[config.mk]
export PLATFORM = sky130hd
export DESIGN_NAME = draw_cmd_encoder
export DESIGN_NICKNAME = d
export VERILOG_FILES = /design/src/rtl/draw_cmd_encoder.sv
export SDC_FILE = /design/constraint.sdc
export NUM_CORES = 1
export LEC_CHECK = 0
export CAP_MARGIN = 20
export CORE_ASPECT_RATIO = 0.5
export CORE_MARGIN = 1
export CORE_UTILIZATION = 30
export DETAILED_ROUTE_END_ITERATION = 10
export PLACE_DENSITY = 0.63
export SKIP_CTS_REPAIR_TIMING = 1
export SYNTH_ARGS = -nofsm -noshare
export SYNTH_HDL_FRONTEND = slang
export SYNTH_SLANG_ARGS = --single-unit
[constraint.sdc]
create_clock -name clk -period 5.5 [get_ports clk]
set_input_delay 1.1 -clock clk [delete_from_list [all_inputs] [get_ports clk]]
set_output_delay 1.1 -clock clk [all_outputs]
set_load 0.05 [all_outputs]
[src/rtl/draw_cmd_encoder.sv]
// draw_cmd_encoder: turns PIXEL/MOVE/RECT/CLEAR requests into FIFO command words
//   clk, rst        : clock, asynchronous active-high reset
//   req_*           : request handshake and fields (op, coordinates, colors)
//   enb             : downstream FIFO can take a word
//   cmd, cmd_vld    : command word and its one-cycle write strobe
//   busy            : request in progress (inverse of req_rdy)
//   cmd_cnt         : saturating count of issued words
module draw_cmd_encoder #(
    parameter int H_LOGIC_WIDTH  = 5,
    parameter int V_LOGIC_WIDTH  = 5,
    parameter int H_LOGIC_MAX    = 31,
    parameter int V_LOGIC_MAX    = 23,
    parameter int COLOR_ID_WIDTH = 8,
    parameter int FF_DATA_WIDTH  = 32
) (
    input  logic                      clk,
    input  logic                      rst,
    input  logic                      req_vld,
    output logic                      req_rdy,
    input  logic [1:0]                req_op,
    input  logic [H_LOGIC_WIDTH-1:0]  req_x0,
    input  logic [V_LOGIC_WIDTH-1:0]  req_y0,
    input  logic [H_LOGIC_WIDTH-1:0]  req_x1,
    input  logic [V_LOGIC_WIDTH-1:0]  req_y1,
    input  logic [COLOR_ID_WIDTH-1:0] req_color,
    input  logic [COLOR_ID_WIDTH-1:0] req_bg,
    input  logic                      enb,
    output logic [FF_DATA_WIDTH-1:0]  cmd,
    output logic                      cmd_vld,
    output logic                      busy,
    output logic [15:0]               cmd_cnt
);
    typedef enum logic [1:0] {IDLE, EMIT1, EMIT2} state_t;
    localparam logic [1:0] OP_PIXEL = 2'd0;
    localparam logic [1:0] OP_MOVE  = 2'd1;
    localparam logic [1:0] OP_RECT  = 2'd2;
    localparam logic [H_LOGIC_WIDTH-1:0] HM = H_LOGIC_WIDTH'(H_LOGIC_MAX);
    localparam logic [V_LOGIC_WIDTH-1:0] VM = V_LOGIC_WIDTH'(V_LOGIC_MAX);

    state_t state, state_nx;
    logic [1:0]                op;
    logic [H_LOGIC_WIDTH-1:0]  x0, x1, cx0, cx1, rx0, rx1;
    logic [V_LOGIC_WIDTH-1:0]  y0, y1, cy0, cy1, ry0, ry1;
    logic [COLOR_ID_WIDTH-1:0] color, bg;
    logic [FF_DATA_WIDTH-1:0]  word;
    logic                      accept, issue;

    function automatic logic [FF_DATA_WIDTH-1:0] pix(input logic [H_LOGIC_WIDTH-1:0] x,
                                                     input logic [V_LOGIC_WIDTH-1:0] y,
                                                     input logic [COLOR_ID_WIDTH-1:0] c);
        return {4'h0, x, y, c, {(H_LOGIC_WIDTH + V_LOGIC_WIDTH){1'b0}}};
    endfunction

    function automatic logic [FF_DATA_WIDTH-1:0] rect(input logic [H_LOGIC_WIDTH-1:0] xa,
                                                      input logic [V_LOGIC_WIDTH-1:0] ya,
                                                      input logic [H_LOGIC_WIDTH-1:0] xb,
                                                      input logic [V_LOGIC_WIDTH-1:0] yb,
                                                      input logic [COLOR_ID_WIDTH-1:0] c);
        return {4'h1, xa, ya, xb, yb, c};
    endfunction

    assign req_rdy = (state == IDLE);
    assign busy    = ~req_rdy;
    assign accept  = req_rdy & req_vld;
    assign issue   = ~req_rdy & enb;

    // clamp first, then normalize rectangle corners on the clamped values
    assign cx0 = (x0 > HM) ? HM : x0;
    assign cx1 = (x1 > HM) ? HM : x1;
    assign cy0 = (y0 > VM) ? VM : y0;
    assign cy1 = (y1 > VM) ? VM : y1;
    assign rx0 = (cx0 < cx1) ? cx0 : cx1;
    assign rx1 = (cx0 < cx1) ? cx1 : cx0;
    assign ry0 = (cy0 < cy1) ? cy0 : cy1;
    assign ry1 = (cy0 < cy1) ? cy1 : cy0;

    assign word = (state == EMIT2)   ? pix(cx1, cy1, color) :
                  (op == OP_PIXEL)   ? pix(cx0, cy0, color) :
                  (op == OP_MOVE)    ? pix(cx0, cy0, bg) :
                  (op == OP_RECT)    ? rect(rx0, ry0, rx1, ry1, color) :
                                       rect('0, '0, HM, VM, bg);

    always_comb begin
        state_nx = state;
        if (accept)
            state_nx = EMIT1;
        else if (issue)
            state_nx = (state == EMIT1 && op == OP_MOVE) ? EMIT2 : IDLE;
    end

    always_ff @(posedge clk or posedge rst) begin
        if (rst) begin
            state   <= IDLE;
            op      <= '0;
            x0      <= '0;
            y0      <= '0;
            x1      <= '0;
            y1      <= '0;
            color   <= '0;
            bg      <= '0;
            cmd     <= '0;
            cmd_vld <= 1'b0;
            cmd_cnt <= '0;
        end else begin
            state   <= state_nx;
            cmd_vld <= issue;
            if (accept) begin
                op    <= req_op;
                x0    <= req_x0;
                y0    <= req_y0;
                x1    <= req_x1;
                y1    <= req_y1;
                color <= req_color;
                bg    <= req_bg;
            end
            if (issue)
                cmd <= word;
            if (issue && cmd_cnt != 16'hFFFF)
                cmd_cnt <= cmd_cnt + 16'd1;
        end
    end
endmodule

# Yosys cells after proc, flatten, opt, wreduce, memory -nomap -nowiden
# Index checks and enable logic that the tools add are counted.
[word_totals]
regBits = 89
output_inout_bits = 51
wordCells = 46
[op_classes]
add_sub_neg = 1
order_cmp = 6
n_eq_ne = 5
muxes = 15
bitwise = 3
reduce_logical = 5
[op_table]
columns = ["op", "n"]
rows = [
  ["two-way mux 29 bit", 3],
  ["two-way mux 5 bit", 8],
  ["two-way mux 28 bit", 1],
  ["greater-than comparator 5 bit, second input constant", 4],
  ["adder 16 x 1 -> 16 bit, second input constant", 1],
  ["inequality test 16 bit, second input constant", 1],
  ["less-than comparator 5 bit", 2],
  ["two-way mux 2 bit", 3],
  ["equality test 2 x 1 -> 1 bit, second input constant", 2],
  ["equality test 2 bit, second input constant", 2],
  ["logical NOT 2 bit", 2],
  ["AND 1 bit", 2],
  ["logical AND 1 bit", 2],
  ["nonzero test 2 bit", 1],
  ["NOT 1 bit", 1],
]

# Longest topological paths before layout
# Gate-level depths: netlist (run 1).
[logic_depth]
depth_word = 8
mapped_depth = 8

# Least setup slack after synthesis (run 1)
# Ideal clock, no wire load.
[synth_path]
path_kind = "register -> output"
from = "register state[0]"
to = "output port busy"
arrival_time_ps = 1700
t_required_ps = 4400
path_slack_ps = 2700
stages_incl_launch_ff = 4
path_cell_list = "dfrtp_1 > buf_2 > nor2_1 > inv_1"
[synth_between]
elab_chain_cells = 2
[synth_lines]
columns = ["item", "line_no", "rtl"]
rows = [
  ["start: declaration", "40", "state_t state, state_nx;"],
  ["start signal: assignment", "105", "state <= state_nx;"],
  ["logical NOT 2 bit", "62", "assign req_rdy = (state == IDLE);"],
  ["via req_rdy", "19", "output logic req_rdy,"],
  ["NOT 1 bit", "63", "assign busy = ~req_rdy;"],
  ["end: declaration", "30", "output logic busy,"],
]
# The timed path passes the listed nets, and every way through them passes these cells.

# Worst setup path after layout (run 1)
[layout_path]
from = "register state[1]"
to = "output port busy"
[layout_between]
elab_chain_cells = 2
[layout_lines]
columns = ["item", "line_no"]
rows = [
  ["logical NOT 2 bit", "62"],
  ["NOT 1 bit", "63"],
]
# Every way passes these cells.

==> results of run 1 <==
registers in the layout, summed over array words and instances, names as in the netlist:
signal   count
x1           5
bg           8
y1           5
y0           5
x0           5
color        8
cmd         29
state        2
cmd_vld      1
cmd_cnt     16
op           2
where the power goes:
part,switching [W],internal (W)
logic,0.00115,0.000766
registers,0.000336,0.000895
clock network,0.000262,0.000310
area by class of cell:
| class | count | area share [%] |
|---|---|---|
| clock buffers | 10 | 3.933 |
| well taps | 198 | 4.255 |
| multi-input cells | 321 | 37.12 |
| repair buffers | 92 | 15.69 |
| flip-flops and latches | 86 | 36.97 |
| clock inverters | 6 | 0.7952 |
| inverters | 19 | 1.247 |
layer usage:
layer | global-route usage (%) | vias up | wire length, µm
met5 | 0 | - | 0
met4 | 3.715 | 0 | 64
met3 | 3.737 | 5 | 716
met2 | 23.90 | 121 | 5145
met1 | 21.80 | 1793 | 5696
li1 | - | 1765 | -
logic make-up after synthesis:
| logic type | Yosys count | synth area share (%) |
|---|---|---|
| fa+ha+maj | 7 | 1.934 |
| compound gates | 113 | 17.44 |
| simple gates | 140 | 14.67 |
| mux | 45 | 10.80 |
| other cells | 1 | 0.08282 |
| xor+xnor | 13 | 2.515 |
| buf+inv | 51 | 5.029 |
| flops | 86 | 47.53 |
path summary, 6_finish.rpt:
kind / startpoint / endpoint / cells past startpoint / slack (ps)
setup / recovery: state[1]$_DFFE_PP0P_ / busy / 3 / 2160
hold / removal: cmd[6]$_DFFE_PP0P_ / cmd[6]$_DFFE_PP0P_ / 2 / 490
min in group asynchronous: rst / cmd_cnt[5]$_DFFE_PP0P_ / 2 / 1210
max in group asynchronous: rst / bg[5]$_DFFE_PP0P_ / 3 / 3250
setup reg to reg: y1[4]$_DFFE_PP0P_ / cmd[20]$_DFFE_PP0P_ / 6 / 2830
hold reg to reg: cmd[6]$_DFFE_PP0P_ / cmd[6]$_DFFE_PP0P_ / 2 / 490
stage by stage:
| step | hold WS [ps] | power [W] | instance area (µm²) |
|---|---|---|---|
| floorplan | 482.6 | 0.002592 | 4536 |
| global placement | 475.7 | 0.003117 | 5547 |
| detailed placement | 488.7 | 0.003144 | 5547 |
| CTS | 504.8 | 0.003730 | 5822 |
| global route | 522.2 | 0.003948 | 5822 |
| finish | 492.7 | 0.003715 | 5822 |
cells in the final DEF (no fill, tap or decap), drive strengths merged, types with 3 or more instances in the layout:
cell,n
clkdlybuf4s50,89
dfrtp,86
nor2,47
o21ai,37
nand2,36
mux2,31
a21oi,21
inv,20
nor3,14
mux2i,14
clkbuf,10
nand3,9
xor2,9
a221oi,9
ha,7
a21o,6
nand4,6
nand2b,6
o211ai,5
and2,5
and3,4
xnor2,4
a31oi,3
o221ai,3
nor3b,3
a22o,3
a311oi,3
conb,3
buf,3
a211o,3
a211oi,3
clkinv,3
tightest hold or removal path: cells and delay by family (launching register included):
| kind | cells | cell delay [ps] |
|---|---|---|
| AO/OA/AOI/OAI | 1 | 60 |
| AND/OR/NAND/NOR | 1 | 50 |
| flip-flops | 1 | 350 |
==> flow_summary.json, run 1 <==
{
  "netlist_area_um2": 4528,
  "path_delay_family": "buffers and inverters",
  "setup_viol": 0,
  "firstDrtPassIters": 5,
  "multi_input_area_um2": 2161,
  "relSlewSlack_pct": 42.69,
  "drc_errors": 0,
  "fp.coreArea_um2": 14580,
  "drv_slew": 0,
  "finish.utilization_pct": 39.92,
  "leakage_nw": 2.448,
  "place_inst": 716,
  "yosysTopAreaCellShare_pct": 47.53,
  "cts_max_level": 3,
  "dr.first_iter.drc_count": 268,
  "clk_transition_reported_paths_ps": 60,
  "cp.required_ps": 4400,
  "routed-via-count": 3684,
  "finalSetupTns_ps": 0,
  "synth_warnings": 0,
  "avgRoutedWirePerCell_um": 15.88,
  "die_area_um2": 15620,
  "cts_made_buffers": 9,
  "die_height_um": 88.87,
  "synth-seq-cells": 86,
  "fin_crit_ps": 3337,
  "drt-total-wl_um": 11620,
  "die_w_um": 175.7,
  "synth_cell_types": 63,
  "crit_type": "reg2out",
  "clock-root-buffer": "clkbuf_16",
  "start_kind": "flip-flop",
  "ys_seq_area_share_pct": 47.53,
  "path_buf_inv": 2,
  "cpMaxStageDelayCell": "clkdlybuf4s50_1",
  "max-cap-violations": 0,
  "syn_to_final_growth_pct": 28.57,
  "preCtsSetupSlack_ps": 2066,
  "regArea_um2": 2152,
  "ys_top_cells_by_area": "dfrtp_1 (48%), mux2_2 (7.5%), nor2_1 (3.9%), o21ai_0 (3.8%), mux2i_1 (3.1%)",
  "synthTopCellsByCount": "dfrtp_1 (86), nor2_1 (47), nand2_1 (36), o21ai_0 (34), mux2_2 (30)",
  "io_pins": 93,
  "rows": 31,
  "worstPathMaxFanout": 19,
  "gp_congestion": 0.8663,
  "critical_path.cell_chain": "nor2_1, inv_1, clkdlybuf4s50_1",
  "io_buffers": 89,
  "fin_crit_sh_pct": 60.68,
  "yosysTopAreaCell": "dfrtp_1",
  "detail-route-antenna-nets": 0,
  "syn_inst": 456,
  "yosysMostFrequentCell": "dfrtp_1",
  "setup.worst_path.end_class": "primary output",
  "grt_pass1_wl_um": 18640,
  "avgSynthCellArea_um2": 9.930,
  "cts_tree": "done",
  "instances_no_fill": 732,
  "rsz0062_at_grt": "false",
  "cts_max_path_buffers": 2,
  "async_reset_ff_share_pct": 100.0,
  "grt_pass1_vias": 3494,
  "tightest_slew_ps": 859.6,
  "start_util_pct": 31.05,
  "grt_overflow": 0,
  "via_per_inst": 5.033,
  "clock_skew_ps": 8.592,
  "insertion_delay_ps": 340,
  "antenna_found_initial": 0,
  "layout-drive-gt1-share_pct": 12.55,
  "worst_hold_path_type": "reg2reg",
  "grt_max_degree": 49,
  "hpwl_um": 8393,
  "fin_ws_ps": 2163,
  "ir_drop_uv": 305.0,
  "synth_enable_flop_cells": 0,
  "ys.flop_type": "dfrtp_1",
  "finalHoldViolCount": 0,
  "track_usage_pct": 15.46,
  "power.density_nw_per_um2": 638.2,
  "cts.sinks": 86,
  "status": "complete, no violations",
  "nets": 578,
  "critPathMaxStageDelay_ps": 800,
  "cp.arrival_ps": 2240,
  "num-fill-cells": 1463,
  "antenna_cells": 0,
  "fmax_mhz": 299.6
}
Note: power is estimated with default switching activity, not from simulation.
==> run 2, diff against run 1 <==
--- a/config.mk
+++ b/config.mk
@@ -10,7 +10,7 @@
 export CORE_MARGIN = 1
 export CORE_UTILIZATION = 30
 export DETAILED_ROUTE_END_ITERATION = 10
-export PLACE_DENSITY = 0.63
+export PLACE_DENSITY = 0.64
 export SKIP_CTS_REPAIR_TIMING = 1
 export SYNTH_ARGS = -nofsm -noshare
 export SYNTH_HDL_FRONTEND = slang
==> constraint.sdc (replaced) <==
create_clock -name clk -period 3 [get_ports clk]
set_input_delay 0.6 -clock clk [delete_from_list [all_inputs] [get_ports clk]]
set_output_delay 0.6 -clock clk [all_outputs]
set_load 0.05 [all_outputs]
==> flow_summary.json, run 2 (synthesized netlist as in run 1, its figures left out) <==
{
  "status": "complete, no violations",
  "grt_overflow": 0,
  "cts_tree": "done",
  "switchingPower_w": 0.003220,
  "ir_drop_uv": 391.7,
  "start_util_pct": 31.05,
  "largest-register": "cmd",
  "antenna_found_initial": 0,
  "clkPwrFrac_pct": 16.1,
  "die_w_um": 175.7,
  "relSlewSlack_pct": 50.47,
  "finalHoldViolCount": 0,
  "cts_made_buffers": 9,
  "fin_crit_ps": 2494,
  "power.density_nw_per_um2": 1178,
  "reg2reg_to": "cmd[20]$_DFFE_PP0P_",
  "insertion_delay_ps": 340,
  "avgRoutedWirePerCell_um": 16.07,
  "gp_congestion": 0.8464,
  "cts_max_level": 3,
  "track_usage_pct": 15.56,
  "setup_viol": 0,
  "internal_power_w": 0.003768,
  "setup.worst_path.end_class": "primary output",
  "r2r_setup_slack_ps": 700,
  "drt-total-wl_um": 11890,
  "grt_pass1_vias": 3517,
  "setup.worst_path.start": "state[0]$_DFFE_PP0P_",
  "nets": 586,
  "io_pins": 93,
  "cp.required_ps": 2400,
  "largest_register_ffs": 29,
  "io_buffers": 89,
  "worst_hold_path_type": "reg2reg",
  "rows": 31,
  "tightest_slew_ps": 742.9,
  "fmax_mhz": 401.0,
  "grt_pass1_wl_um": 18800,
  "mostFrequentLayoutCells": "clkdlybuf4s50_1 (89), dfrtp_1 (86), nor2_1 (47)",
  "reg2reg_from": "y1[4]$_DFFE_PP0P_",
  "dr.first_iter.drc_count": 200,
  "worstPathMaxFanout": 4,
  "leakage_nw": 2.517,
  "fp.coreArea_um2": 14580,
  "reg_top3": "cmd (29), cmd_cnt (16)",
  "ff2ff_path_depth": 6,
  "layout-drive-gt1-share_pct": 14.02,
  "start_kind": "flip-flop",
  "drv_slew": 0,
  "rsz0062_at_grt": "false",
  "cts_max_path_buffers": 2,
  "hpwl_um": 8470,
  "fin_crit_sh_pct": 83.12,
  "design_area_um2": 5932,
  "cp-endpoint": "req_rdy",
  "die_height_um": 88.87,
  "final_common_cell": "clkdlybuf4s50_1",
  "routed-via-count": 3708,
  "via_per_inst": 5.011,
  "drc_errors": 0,
  "clk_transition_reported_paths_ps": 60,
  "syn_to_final_growth_pct": 31.00,
  "placed_area_um2": 5632,
  "clock-root-buffer": "clkbuf_16",
  "clock_skew_ps": 7.379,
  "detail-route-antenna-nets": 0,
  "cp.arrival_ps": 1890,
  "die_area_um2": 15620,
  "finalSetupTns_ps": 0,
  "cts.sinks": 86,
  "crit_type": "reg2out",
  "p_seq_share_pct": 30.8,
  "grt_max_degree": 87,
  "firstDrtPassIters": 4,
  "swShare_pct": 46.08,
  "max-cap-violations": 0,
  "p_comb_share_pct": 53.1,
  "antenna_cells": 0
}
run 2: changes by cell type in the layout (fill, tap and decap cells not counted), sizes merged:
cell      before  now
buf            3   11
bufinv         0    1
clkinvlp       2    0
inv           20   18
clkbuf        10    9
clkinv         3    7
run 2: metal layers:
layer	wire length (µm)	GRT usage (%)	vias to the layer above
li1	-	-	1774
met1	5768	22.02	1825
met2	5330	23.10	96
met3	662	3.909	13
met4	130	5.375	0
met5	0	0	-
run 2: final cells by class:
class,count,area (µm²)
multi-input cells,321,2161
well taps,198,247.7
repair buffers,100,998.5
fillers,1444,8652
flip-flops and latches,86,2152
inverters,19,72.57
clock buffers,9,225.2
clock inverters,7,75.07
run 2: metrics by stage:
stage	hold WS, ps	total power [W]	utilization [%]	std cells	setup WS, ps
detailed placement	465.3	0.005860	38.62	724	608.7
floorplan	482.6	0.004752	-	458	178.2
finish	474.9	0.006988	40.67	740	506.3
global placement	462.2	0.005822	38.62	724	630.7
CTS	480.6	0.007012	40.67	740	517.3
global route	505.4	0.007417	40.67	740	445.9
run 2: worst min path at each step:
stage,to,depth (start not counted),slack [ps],start
3_5_place_dp,cmd[28]$_DFFE_PP0P_,2,470,cmd[28]$_DFFE_PP0P_
6_report,cmd[28]$_DFFE_PP0P_,2,470,cmd[28]$_DFFE_PP0P_
5_1_grt,cmd[28]$_DFFE_PP0P_,2,510,cmd[28]$_DFFE_PP0P_
2_1_floorplan,y0[0]$_DFFE_PP0P_,1,480,y0[0]$_DFFE_PP0P_
4_1_cts,cmd[28]$_DFFE_PP0P_,2,480,cmd[28]$_DFFE_PP0P_
3_3_place_gp,cmd[1]$_DFFE_PP0P_,2,460,cmd[1]$_DFFE_PP0P_
run 2: power by group through the flow:
stage / clock, W / combinational (W) / sequential [W]
after global routing: 0.00119 / 0.00400 / 0.00223
after floorplan: 0 / 0.00204 / 0.00271
final: 0.00112 / 0.00371 / 0.00216
after CTS: 0.00115 / 0.00371 / 0.00216
after global placement: 0 / 0.00365 / 0.00217
after detailed placement: 0 / 0.00369 / 0.00217
run 2: critical path, cell delays in order, from the launching register on:
cell and delay (ps):
dfrtp_1 370, nor2_1 310, clkdlybuf4s50_1 880
